**src/rtl/program_sequencer_if.sv**
```systemverilog
// Sequencer control bundle: host start handshake plus fetch-unit hold/jump controls.
// The sequencer takes the slave modport; the host/fetch side takes the master modport.
interface program_sequencer_if #(
  parameter int PC_W = 10
);
  logic            StartReq;
  logic            HaltDecoded;
  logic            MemBusy;
  logic            PcHold;
  logic            PcLoad;
  logic [PC_W-1:0] PcLoadAddr;
  logic            Running;
  logic            Done;
  logic [1:0]      ProgIdx;
  logic [15:0]     CycleCount;
  logic            Timeout;

  modport master (
    output StartReq, HaltDecoded, MemBusy,
    input  PcHold, PcLoad, PcLoadAddr, Running, Done, ProgIdx, CycleCount, Timeout
  );

  modport slave (
    input  StartReq, HaltDecoded, MemBusy,
    output PcHold, PcLoad, PcLoadAddr, Running, Done, ProgIdx, CycleCount, Timeout
  );
endinterface

```
**src/rtl/program_sequencer.sv**
```systemverilog
// Program-run sequencer: holds fetch idle, loads a program base, free-runs until halt.
// Optional RUN-cycle watchdog is built only when SEQ_WATCHDOG_EN is defined.
//
// state | meaning
// IDLE  | PC held, waiting for a StartReq rising edge
// LOAD  | one cycle, PC forced to the selected program base
// RUN   | fetch free-runs, stalled by MemBusy, counts cycles
// DONE  | program finished (halt or watchdog), PC held, ProgIdx advanced
module program_sequencer #(
  parameter int              PC_W       = 10,
  parameter int              NUM_PROGS  = 3,
  parameter logic [PC_W-1:0] PROG0_BASE = 10'd0,
  parameter logic [PC_W-1:0] PROG1_BASE = 10'd128,
  parameter logic [PC_W-1:0] PROG2_BASE = 10'd256,
  parameter logic [15:0]     WDOG_LIMIT = 16'd4000
) (
  input  logic clock,
  input  logic Reset,
  program_sequencer_if.slave seq
);

  typedef enum logic [1:0] {
    IDLE = 2'd0,
    LOAD = 2'd1,
    RUN  = 2'd2,
    DONE = 2'd3
  } state_t;

  state_t          state, state_nxt;
  logic            start_q;
  logic            start_armed;
  logic            start_rise;
  logic            halt_taken;
  logic            wdog_hit;
  logic [1:0]      prog_idx;
  logic [1:0]      prog_idx_nxt;
  logic [15:0]     cycle_count;
  logic [PC_W-1:0] load_addr;
  logic            pc_hold, pc_load, running, done;

  // A level already high when reset releases is not an edge; arm only after seeing it low.
  assign start_rise = seq.StartReq & ~start_q & start_armed;
  assign halt_taken = seq.HaltDecoded & ~seq.MemBusy;
  assign prog_idx_nxt = (prog_idx == 2'(NUM_PROGS - 1)) ? 2'd0 : prog_idx + 2'd1;

`ifdef SEQ_WATCHDOG_EN
  logic timeout_q;
  assign wdog_hit = (cycle_count == WDOG_LIMIT - 16'd1);
`else
  assign wdog_hit = 1'b0;
`endif

  always_ff @(posedge clock or negedge Reset) begin
    if (!Reset) begin
      state       <= IDLE;
      start_q     <= 1'b0;
      start_armed <= 1'b0;
      prog_idx    <= 2'd0;
      cycle_count <= 16'd0;
`ifdef SEQ_WATCHDOG_EN
      timeout_q   <= 1'b0;
`endif
    end else begin
      state   <= state_nxt;
      start_q <= seq.StartReq;
      if (!seq.StartReq) start_armed <= 1'b1;

      if (state == LOAD) cycle_count <= 16'd0;
      else if (state == RUN && cycle_count != 16'hFFFF) cycle_count <= cycle_count + 16'd1;

      if (state == RUN && state_nxt == DONE) prog_idx <= prog_idx_nxt;

`ifdef SEQ_WATCHDOG_EN
      if (state == LOAD) timeout_q <= 1'b0;
      else if (state == RUN && state_nxt == DONE) timeout_q <= ~halt_taken;
`endif
    end
  end

  always_comb begin
    state_nxt = state;
    pc_hold   = 1'b1;
    pc_load   = 1'b0;
    running   = 1'b0;
    done      = 1'b0;
    case (state)
      IDLE: begin
        if (start_rise) state_nxt = LOAD;
      end
      LOAD: begin
        pc_hold   = 1'b0;
        pc_load   = 1'b1;
        state_nxt = RUN;
      end
      RUN: begin
        running = 1'b1;
        // A pending halt keeps the PC parked on the halt instruction even while busy.
        pc_hold = seq.MemBusy | seq.HaltDecoded;
        if (halt_taken || wdog_hit) state_nxt = DONE;
      end
      DONE: begin
        done = 1'b1;
        if (start_rise) state_nxt = LOAD;
      end
      default: state_nxt = IDLE;
    endcase
  end

  always_comb begin
    load_addr = PROG0_BASE;
    case (prog_idx)
      2'd0:    load_addr = PROG0_BASE;
      2'd1:    load_addr = PROG1_BASE;
      default: load_addr = PROG2_BASE;
    endcase
  end

  assign seq.PcHold     = pc_hold;
  assign seq.PcLoad     = pc_load;
  assign seq.PcLoadAddr = load_addr;
  assign seq.Running    = running;
  assign seq.Done       = done;
  assign seq.ProgIdx    = prog_idx;
  assign seq.CycleCount = cycle_count;
`ifdef SEQ_WATCHDOG_EN
  assign seq.Timeout    = timeout_q;
`else
  assign seq.Timeout    = 1'b0;
`endif

endmodule

```
**src/flat_wrapper.sv**
```systemverilog
// flat-port wrapper written by rule: the top's interface ports become plain ports
module program_sequencer_flat 
#(
  parameter int              PC_W       = 10,
  parameter int              NUM_PROGS  = 3,
  parameter logic [PC_W-1:0] PROG0_BASE = 10'd0,
  parameter logic [PC_W-1:0] PROG1_BASE = 10'd128,
  parameter logic [PC_W-1:0] PROG2_BASE = 10'd256,
  parameter logic [15:0]     WDOG_LIMIT = 16'd4000
)
  (clock, Reset, seq_StartReq, seq_HaltDecoded, seq_MemBusy, seq_PcHold, seq_PcLoad, seq_PcLoadAddr, seq_Running, seq_Done, seq_ProgIdx, seq_CycleCount, seq_Timeout);
  program_sequencer_if #(.PC_W(PC_W)) seq_i ();
  input  logic clock;
  input  logic Reset;
  input wire logic [$bits(seq_i.StartReq)-1:0] seq_StartReq;
  input wire logic [$bits(seq_i.HaltDecoded)-1:0] seq_HaltDecoded;
  input wire logic [$bits(seq_i.MemBusy)-1:0] seq_MemBusy;
  output wire logic [$bits(seq_i.PcHold)-1:0] seq_PcHold;
  output wire logic [$bits(seq_i.PcLoad)-1:0] seq_PcLoad;
  output wire logic [$bits(seq_i.PcLoadAddr)-1:0] seq_PcLoadAddr;
  output wire logic [$bits(seq_i.Running)-1:0] seq_Running;
  output wire logic [$bits(seq_i.Done)-1:0] seq_Done;
  output wire logic [$bits(seq_i.ProgIdx)-1:0] seq_ProgIdx;
  output wire logic [$bits(seq_i.CycleCount)-1:0] seq_CycleCount;
  output wire logic [$bits(seq_i.Timeout)-1:0] seq_Timeout;
  assign seq_i.StartReq = seq_StartReq;
  assign seq_i.HaltDecoded = seq_HaltDecoded;
  assign seq_i.MemBusy = seq_MemBusy;
  assign seq_PcHold = seq_i.PcHold;
  assign seq_PcLoad = seq_i.PcLoad;
  assign seq_PcLoadAddr = seq_i.PcLoadAddr;
  assign seq_Running = seq_i.Running;
  assign seq_Done = seq_i.Done;
  assign seq_ProgIdx = seq_i.ProgIdx;
  assign seq_CycleCount = seq_i.CycleCount;
  assign seq_Timeout = seq_i.Timeout;
  program_sequencer #(.PC_W(PC_W), .NUM_PROGS(NUM_PROGS), .PROG0_BASE(PROG0_BASE), .PROG1_BASE(PROG1_BASE), .PROG2_BASE(PROG2_BASE), .WDOG_LIMIT(WDOG_LIMIT)) u_core (.clock(clock), .Reset(Reset), .seq(seq_i));
endmodule
```
**config.mk**
```make
export PLATFORM = sky130hd
export DESIGN_NAME = program_sequencer_flat
export DESIGN_NICKNAME = d
export VERILOG_FILES = /design/src/rtl/program_sequencer_if.sv /design/src/rtl/program_sequencer.sv /design/src/flat_wrapper.sv
export SDC_FILE = /design/constraint.sdc
export NUM_CORES = 1
export LEC_CHECK = 0
export CAP_MARGIN = 5
export CORE_MARGIN = 1.5
export CORE_UTILIZATION = 47
export DETAILED_ROUTE_END_ITERATION = 6
export PLACE_DENSITY_LB_ADDON = 0.05
export SETUP_SLACK_MARGIN = 0.02
export SLEW_MARGIN = 40
export SYNTH_ARGS = -nofsm -noshare
export SYNTH_HDL_FRONTEND = slang
export SYNTH_SLANG_ARGS = --single-unit
```
**constraint.sdc**
```tcl
create_clock -name clock -period 2.5 [get_ports clock]
set_input_delay 0.5 -clock clock [delete_from_list [all_inputs] [get_ports clock]]
set_output_delay 0.5 -clock clock [all_outputs]
set_load 0.01 [all_outputs]
```
Word level (Yosys, flattened, before mapping) --
Index checks and enable logic that the tools add are counted.
Word-level totals: bits in registers 22, latch bits 0, bits in writable memories 0, bits in read-only memories 0, input bits 5, output and inout port bits 33, memories 0
Operators by class: add/sub/neg operators 2, multipliers 0, divide/modulo/power cells 0, $lt $le $gt $ge 0, equality and inequality tests 7, shift-type cells 0, mux-type cells 11, bitwise gates (word level) 6, reduce and logical (&&, ||, !) cells 6
Operators by type and width (count):
- $mux W16 | 2
- $pmux W9 S2 | 1
- $add A16 B1 Y16 const B | 1
- $ne A16 B16 Y1 const B | 1
- $eq A2 B2 Y1 const B | 4
- $mux W2 | 3
- $pmux W2 S3 | 1
- $eq A2 B1 Y1 const B | 2
- $logic_not A2 Y1 | 2
- $and A1 B1 Y1 | 3
- $mux W1 | 3
- $add A2 B1 Y2 const B | 1
- $logic_and A1 B1 Y1 | 2
- $not A1 Y1 | 2
- $pmux W1 S2 | 1
- $reduce_bool A2 Y1 | 1
- $reduce_or A2 Y1 | 1
- $or A1 B1 Y1 | 1

Logic depth before layout (Yosys ltp) --
word-level depth 7, gate-level depth with buffers 6, depth with buffers taken out 6

Worst setup path after synthesis --
OpenSTA, ideal clock, no wires.
path kind register -> register, start register u_core.state[0], end register u_core.cycle_count[11] (netlist: u_core.seq.CycleCount[11]), setup time 0.125 ns, arrival time 1.845 ns, required time 2.375 ns, slack 0.531 ns, stages on the path, launching flop included 7, path buffers 0, clock period less this slack 1.969 ns, cell sequence dfrtp_1 -> inv_1 -> ha_1 -> and3_1 -> nand4_2 -> nor4bb_1 -> mux2_2
Between the ends: cells in the longest elaborated chain, start to end 3, elaborated cells on any way between the ends 5, those cells by class eq/ne: 2; mux: 1; reduce/logical: 2
Ends and longest elaborated chain:
- start, declared | line program_sequencer.sv:29 | state_t state, state_nxt;
- start signal, assigned | line program_sequencer.sv:64 | state <= state_nxt;
- $eq A2 B2 Y1 | line program_sequencer.sv:69 | else if (state == RUN && cycle_count != 16'hFFFF) cycle_count <= cycle_count + 16'd1;
- $logic_and A1 B1 Y1 | line program_sequencer.sv:69
- $reduce_bool A2 Y1 (no line)
- end signal, assigned | line program_sequencer.sv:69
- end, declared | line program_sequencer.sv:37 | logic [15:0] cycle_count;
Several ways; a longest one is shown, not always the timed one. A chain may end at the register's enable or synchronous reset.

Worst setup path after layout --
start register u_core.state[1], end output seq_PcHold
Between the ends: cells in the longest elaborated chain, start to end 2, elaborated cells on any way between the ends 3, those cells by class eq/ne: 2; mux: 1
Ends and longest elaborated chain:
- $eq A2 B2 Y1 or $eq A2 B1 Y1 (tied branches) | line program_sequencer.sv:86 | case (state)
- $pmux W1 S2 * | line program_sequencer.sv:86
- end, declared | line flat_wrapper.sv:18 | output wire logic [$bits(seq_i.PcHold)-1:0] seq_PcHold;
Mark *: on every way between the ends. The rest lies on a longest branch, timed or not.

==> results.py <==
metrics = {
    "run_status": {
        "status": "completed",
    },
    "detailed_routing": {
        "routedWlPerCell_um": 13.85,
        "drt-pass1-iter-count": 5,
        "wl_mm": 2.743,
        "vias": 1114,
        "drt_iter0_markers": 36,
        "avgViaCountPerCell": 5.626,
        "route.detailed.drc": 0,
        "ant_nets": 0,
    },
    "clock_tree": {
        "clk_pin_slew_ns": 0.12,
        "cts_root_buf": "clkbuf_4",
        "cts_made_buffers": 3,
        "clkSinkCount": 22,
        "cts_htree_levels": 1,
        "clockBufferDepth": 2,
        "cts_tree": "built",
        "clk_latency_ns": 0.30,
    },
    "synthesis": {
        "synth-main-ff-cell": "dfrtp_1",
        "synth-async-reset-ratio": 1.000,
        "postSynthAreaPerCell_um2": 9.772,
        "synth-seq-cells": 22,
        "syn_inst": 137,
        "yosysSeqAreaShare": 0.4112,
        "post_synth_instance_area_um2": 1339,
        "synth_edf_count": 0,
        "ys_warn_count": 0,
        "synth_cell_types": 35,
    },
    "critical_path": {
        "worstPathRequired_ns": 2.00,
        "path_cells": "ha_2 > inv_4 > nor3_2 > a21oi_1 > clkdlybuf4s50_1",
        "worst-path-max-fanout": 11,
        "critPathMaxStageDelay_ns": 0.55,
        "crit_slowest_cell": "clkdlybuf4s50_1",
        "reg2reg_depth": 6,
        "regToRegSetupSlack_ns": 0.38,
        "reg2reg_from": "u_core.state[1]",
        "cp.arrival_ns": 1.80,
        "crit_path_end_kind": "primary output",
        "cp-start-kind": "register",
        "r2r_end": "u_core.seq.CycleCount[15]",
        "critPathKind": "register to primary output",
    },
    "sta": {
        "fin_setup_tns_ns": 0,
        "slew_headroom": 0.6536,
        "finalSetupViolCount": 0,
        "report.final.slew_viol_count": 0,
        "fmax_mhz": 434.0,
        "fin_crit_sh": 0.9217,
        "worst_pin_slew_ns": 0.5179,
        "finalHoldViolations": 0,
        "min_period_ns": 2.304,
        "skew_ns": 0.002308,
        "rsz0062_at_grt": "false",
    },
    "pwr": {
        "ir_drop_mv": 0.6608,
        "power_density_nw_per_um2": 824.6,
        "p_leak_nw": 0.7293,
    },
    "job": {
        "max_cap_violations": 0,
    },
    "floorplanning": {
        "die_area_um2": 3178,
        "core_um2": 2734,
        "rows": 19,
        "chipHeight_um": 56.37,
        "start_util": 0.4897,
        "ios": 38,
        "die_w_um": 56.37,
    },
    "global_routing": {
        "grt_max_degree": 23,
        "grt.total_usage": 0.1920,
        "grt-ovfl-total": 0,
        "antenna_found_initial": 0,
        "grt_pass1_wl_mm": 4.933,
        "grt_pass1_vias": 1072,
    },
    "placed_design": {
        "dp.cells": 193,
        "dpl.hpwl_mm": 1.929,
        "routabilityCongestion": 0.7547,
        "port_buffers": 28,
    },
    "hold_path": {
        "hold_end": "u_core.start_armed",
        "holdPathStages": 1,
        "hold_class": "register to register",
        "hold_path_startpoint": "u_core.start_armed",
    },
    "cells_and_area": {
        "nNetsFinal": 178,
        "final_cells": 198,
        "drive_gt1_frac": 0.1497,
        "postLayoutCoreUtil": 0.6124,
        "areaGrowthSynthToFinish_pct": 25.05,
        "antenna_cells": 0,
    },
}
[stage by stage]
stage / setup WS (ns) / hold slack [ns] / area, µm² / power [W]
2_1_floorplan: 0.5306 / 0.2044 / 1369 / 0.0009037
3_3_place_gp: 0.2630 / 0.4449 / 1620 / 0.001150
3_5_place_dp: 0.1900 / 0.4492 / 1620 / 0.001171
4_1_cts: 0.07973 / 0.4828 / 1664 / 0.001388
5_1_grt: 0.03355 / 0.5250 / 1674 / 0.001503
6_report: 0.1957 / 0.4790 / 1674 / 0.001381
[critical path: cells and delay by family (launching register included)]
family                     cells  cell delay (ns)
buffers and inverters          2             0.66
and+or+nand+nor                1             0.05
DFF                            1             0.46
AOI/OAI and AO/OA              1             0.11
adders and majority gates      1             0.23
[Yosys cell counts, types with 5 or more instances]
| cell type | instances | area [µm²] |
|---|---|---|
| a21oi_1 | 11 | 55.05 |
| buf_4 | 10 | 75.07 |
| dfrtp_1 | 22 | 550.5 |
| ha_1 | 5 | 62.56 |
| inv_1 | 6 | 22.52 |
| mux2_2 | 6 | 67.56 |
| nand2_1 | 5 | 18.77 |
| nor2_1 | 9 | 33.78 |
| nor2b_1 | 5 | 31.28 |
| nor4_1 | 5 | 31.28 |
| o21ai_0 | 5 | 25.02 |
| or3_1 | 5 | 31.28 |
[layout make-up]
cell class / count / area (µm²)
flip-flops and latches: 22 / 550.5
clock buffers: 4 / 36.28
well taps: 31 / 38.79
inverters: 6 / 25.02
fillers: 244 / 1060
repair buffers: 32 / 310.3
multi-input cells: 103 / 713.2
[routing by layer]
layer	up-vias	routed length, µm	global-route usage
met5	-	0	0
met1	547	1273	0.2562
met4	0	13	0.06463
met3	2	104	0.02995
li1	539	-	-
met2	26	1352	0.3176
[state kept, by name, summed over array words and instances (netlist names)]
| signal | count |
|---|---|
| u_core.seq.ProgIdx | 2 |
| u_core.start_armed | 1 |
| u_core.start_q | 1 |
| u_core.state | 2 |
| u_core.seq.CycleCount | 16 |
[worst max-delay path by stage]
stage,endpoint,from
floorplan,u_core.seq.CycleCount[11],u_core.state[0]
global placement,u_core.seq.ProgIdx[1],seq_StartReq
detailed placement,u_core.seq.ProgIdx[1],seq_StartReq
CTS,seq_PcHold,u_core.state[1]
global route,seq_PcHold,u_core.state[1]
finish,seq_PcHold,u_core.state[1]
[what timing repair did]
action                                  in CTS  in global routing
hold buffers                                 0                  0
endpoints found under the setup margin       1                  1
resized for setup                            1                  3
setup buffers                                1                  0
cloned                                       0                  0
[power breakdown]
| part | total, W | switching (W) | internal [W] |
|---|---|---|---|
| Clock | 0.000194 | 0.000105 | 0.0000888 |
| Combinational | 0.000679 | 0.000329 | 0.000350 |
| Sequential | 0.000508 | 0.0000844 | 0.000423 |
| Total | 0.00138 | 0.000518 | 0.000862 |
[cells in the final DEF, fill, tap and decap left out, types with 2 or more instances in the layout]
master           count
nor2b_1              5
o21ai_1              2
nand2_1              5
nor2_1               9
nand4_1              2
mux2_2               6
nor3_2               2
conb_1               9
and3_1               3
o21ba_2              2
nand2b_1             2
or4_1                3
a21oi_1             11
or3_1                5
clkbuf_4             3
o21ai_0              5
buf_4                4
o31ai_1              3
nor3_1               3
inv_1                5
clkdlybuf4s50_1     28
nor4_1               5
nand4_2              2
nand3_1              4
dfrtp_1             22
ha_1                 4
[logic make-up after synthesis]
family                     after synthesis  synth area share
muxes                                    7           0.05794
DFF                                     22            0.4112
other                                    1          0.002801
buffers and inverters                   20           0.08411
xor gates and xnor gates                 1          0.006543
AOI/OAI and AO/OA                       26            0.1346
and+or+nand+nor                         55            0.2561
adders and majority gates                5           0.04673
Power figures use the tool's default switching activity.
==> patch, RTL diff (same settings) <==
`PC_W` is set to 10 in 3 places; all go to 20.
--- a/src/rtl/program_sequencer_if.sv
+++ b/src/rtl/program_sequencer_if.sv
@@ -2,5 +2,5 @@
 // The sequencer takes the slave modport; the host/fetch side takes the master modport.
 interface program_sequencer_if #(
-  parameter int PC_W = 10
+  parameter int PC_W = 20
 );
   logic            StartReq;
--- a/src/rtl/program_sequencer.sv
+++ b/src/rtl/program_sequencer.sv
@@ -8,5 +8,5 @@
 // DONE  | program finished (halt or watchdog), PC held, ProgIdx advanced
 module program_sequencer #(
-  parameter int              PC_W       = 10,
+  parameter int              PC_W       = 20,
   parameter int              NUM_PROGS  = 3,
   parameter logic [PC_W-1:0] PROG0_BASE = 10'd0,
--- a/src/flat_wrapper.sv
+++ b/src/flat_wrapper.sv
@@ -2,5 +2,5 @@
 module program_sequencer_flat 
 #(
-  parameter int              PC_W       = 10,
+  parameter int              PC_W       = 20,
   parameter int              NUM_PROGS  = 3,
   parameter logic [PC_W-1:0] PROG0_BASE = 10'd0,
Interface: changed (resized seq_PcLoadAddr); port bits go from 38 to 48. The function was not compared with the original's and may differ.
==> patch against the original RTL <==
The flow now finishes with violations (DRC). Total power grew 0.63%. Critical path depth is the same. Combinational power grew 0.7%. Final area grew 1.8%. Worst setup slack lost 35 ps. Synthesized area grew 5.6%. Critical path type unchanged. Register-to-register slack gained 80 ps. Hold slack lost 2.2 ps. Synthesized cell count grew 7.3%. Critical endpoint unchanged. Via count grew 0.63%. Sequential cell count is the same. Die area grew 5.3%. Routed wire length grew 2.8%.
==> patch: results (changes against the original RTL) <==
| Metric | Value |
|---|---|
| Run status | `finished, violations left` |
| Failing checks | `DRC` |
| Setup slack after layout | `161 ps (-34.9 ps)` |
| HP Class | `reg -> reg` |
| Ys Warns | `0 (unchanged)` |
| GR Util All Layers | `0.183 (-0.00878)` |
| Clock skew | `5.17 ps (+2.86 ps)` |
| DP HPWL | `2010 um (+4.4%)` |
| Clock transition at the register clock pins on the worst setup and hold paths after CTS | `130 ps` |
| WHS | `477 ps (-2.19 ps)` |
| Synth area leaders | `dfrtp_1 (39%), buf_4 (11%), mux2_2 (4.8%)` |
| Slew @ Worst Pin | `522 ps (+4.61 ps)` |
| CP startpoint kind | `flop` |
| Share of cells above drive strength 1 | `0.130 (-0.0198)` |
| Max reg flops | `16 (unchanged)` |
| CP Max Fanout | `5 (-6)` |
| Final Hold Fails | `0 (unchanged)` |
| Worst Reg-to-Reg Cells | `6 (unchanged)` |
| Vias | `1,121 (+0.63%)` |
| Pre-antenna DRT Iters | `6 (+1)` |
| FF-to-FF Start | `u_core.state[0]$_DFF_PN0_` |
| Hold Path Cell Cnt | `1 (unchanged)` |
| Skew-Pair Late Insertion Delay | `310 ps` |
| Initial DRC count | `40 (+11%)` |
| Root buffer cell | `clkbuf_4` |
| Layout Nets | `188 (+5.6%)` |
| IO Port Bufs | `28 (unchanged)` |
| Final count of pins violating max slew | `0 (unchanged)` |
| Ant. Diodes | `0 (unchanged)` |
| Synth cell types | `35 (unchanged)` |
| Max-cap violations | `0 (unchanged)` |
| TritonCTS Buffers | `3 (unchanged)` |
| Gp weighted congestion | `0.720 (-4.6%)` |
| Worst Setup End Kind | `output port` |
| Leakage | `0.761 nW (+4.3%)` |
| Reg-to-reg endpoint | `u_core.seq.CycleCount[11]$_DFFE_PN0P_` |
| R2R setup slack | `460 ps (+80 ps)` |
| Pre-CTS WS | `255 ps (+65.4 ps)` |
| Top cells by count, synth | `dfrtp_1 (22), buf_4 (20), a21oi_1 (11)` |
| First-pass GRT wire length | `4840 um (-1.8%)` |
| Drt drc | `10 (+10)` |
| Critical Path End | `seq_PcHold` |
| Peak supply drop | `0.628 mV (-4.9%)` |
| Critical Path Slowest Stage Cell | `clkdlybuf4s50_1` |
| DRT Wirelength | `2820 um (+2.8%)` |
| Largest net degree at the start of global routing | `23 (unchanged)` |
| Dominant synthesized flop cell | `dfrtp_1` |
| Longest Clk Path Bufs | `2 (unchanged)` |
| Async S/R FF share, synth | `1.00 (unchanged)` |
| Seq/Total Area, Yosys | `0.389 (-0.0218)` |
patch: stage by stage:
stage / utilization / std cells / area, um2 / total power [mW]
after global routing: 0.607 / 208 / 1700 / 1.50
after floorplan: - / 165 / 1480 / 0.922
after detailed placement: 0.591 / 203 / 1660 / 1.18
after CTS: 0.607 / 208 / 1700 / 1.39
final: 0.607 / 208 / 1700 / 1.39
after global placement: 0.591 / 203 / 1660 / 1.16
patch: worst max-delay path: cells and delay by family, from the launching register on:
kind | cells | cell delay (ps)
AOI/OAI and AO/OA | 1 | 160
adders and majority gates | 1 | 250
buffers and inverters | 3 | 720
DFF | 1 | 400
patch: cells by family (layout without fill, tap and decap cells):
kind of cell | count (synthesis) | count (layout) | share of synthesized area
simple gates | 55 | 55 | 0.242
other cells | 1 | 19 | 0.00265
compound gates | 26 | 26 | 0.127
xor+xnor | 1 | 1 | 0.00620
flops | 22 | 22 | 0.389
fa+ha+maj | 5 | 5 | 0.0442
mux | 7 | 7 | 0.0549
buf+inv | 30 | 42 | 0.133
patch: where the power goes:
group | leakage, nW | switching, mW | total (mW) | internal [mW]
Combinational | 0.452 | 0.335 | 0.684 | 0.348
Sequential | 0.288 | 0.0789 | 0.502 | 0.423
Clock | 0.0210 | 0.114 | 0.203 | 0.0889
patch: worst min-delay path by stage:
stage,endpoint,start
2_1_floorplan,u_core.seq.CycleCount[0]$_DFFE_PN0P_,Reset
3_3_place_gp,u_core.start_armed$_DFFE_PN0N_,u_core.start_armed$_DFFE_PN0N_
3_5_place_dp,u_core.start_armed$_DFFE_PN0N_,u_core.start_armed$_DFFE_PN0N_
4_1_cts,u_core.start_armed$_DFFE_PN0N_,u_core.start_armed$_DFFE_PN0N_
5_1_grt,u_core.start_armed$_DFFE_PN0N_,u_core.start_armed$_DFFE_PN0N_
6_report,u_core.start_armed$_DFFE_PN0N_,u_core.start_armed$_DFFE_PN0N_
patch: layout make-up:
type | instances | area (um2)
timing repair buffer | 32 | 310
fill | 266 | 1100
tap | 31 | 38.8
multi-input combinational | 113 | 746
sequential | 22 | 551
inverter | 6 | 22.5
clock buffer | 4 | 36.3
patch: per-layer routing:
metal,wire (um),global-route usage
met1,1350,0.259
met2,1330,0.287
met3,123,0.0402
met4,17,0.0465
met5,0,0
patch: repair_timing:
item,4_1_cts,5_1_grt
gates resized for setup,0,1
setup buffers,1,0
endpoints found under the hold margin,0,0
setup endpoints to repair,1,1
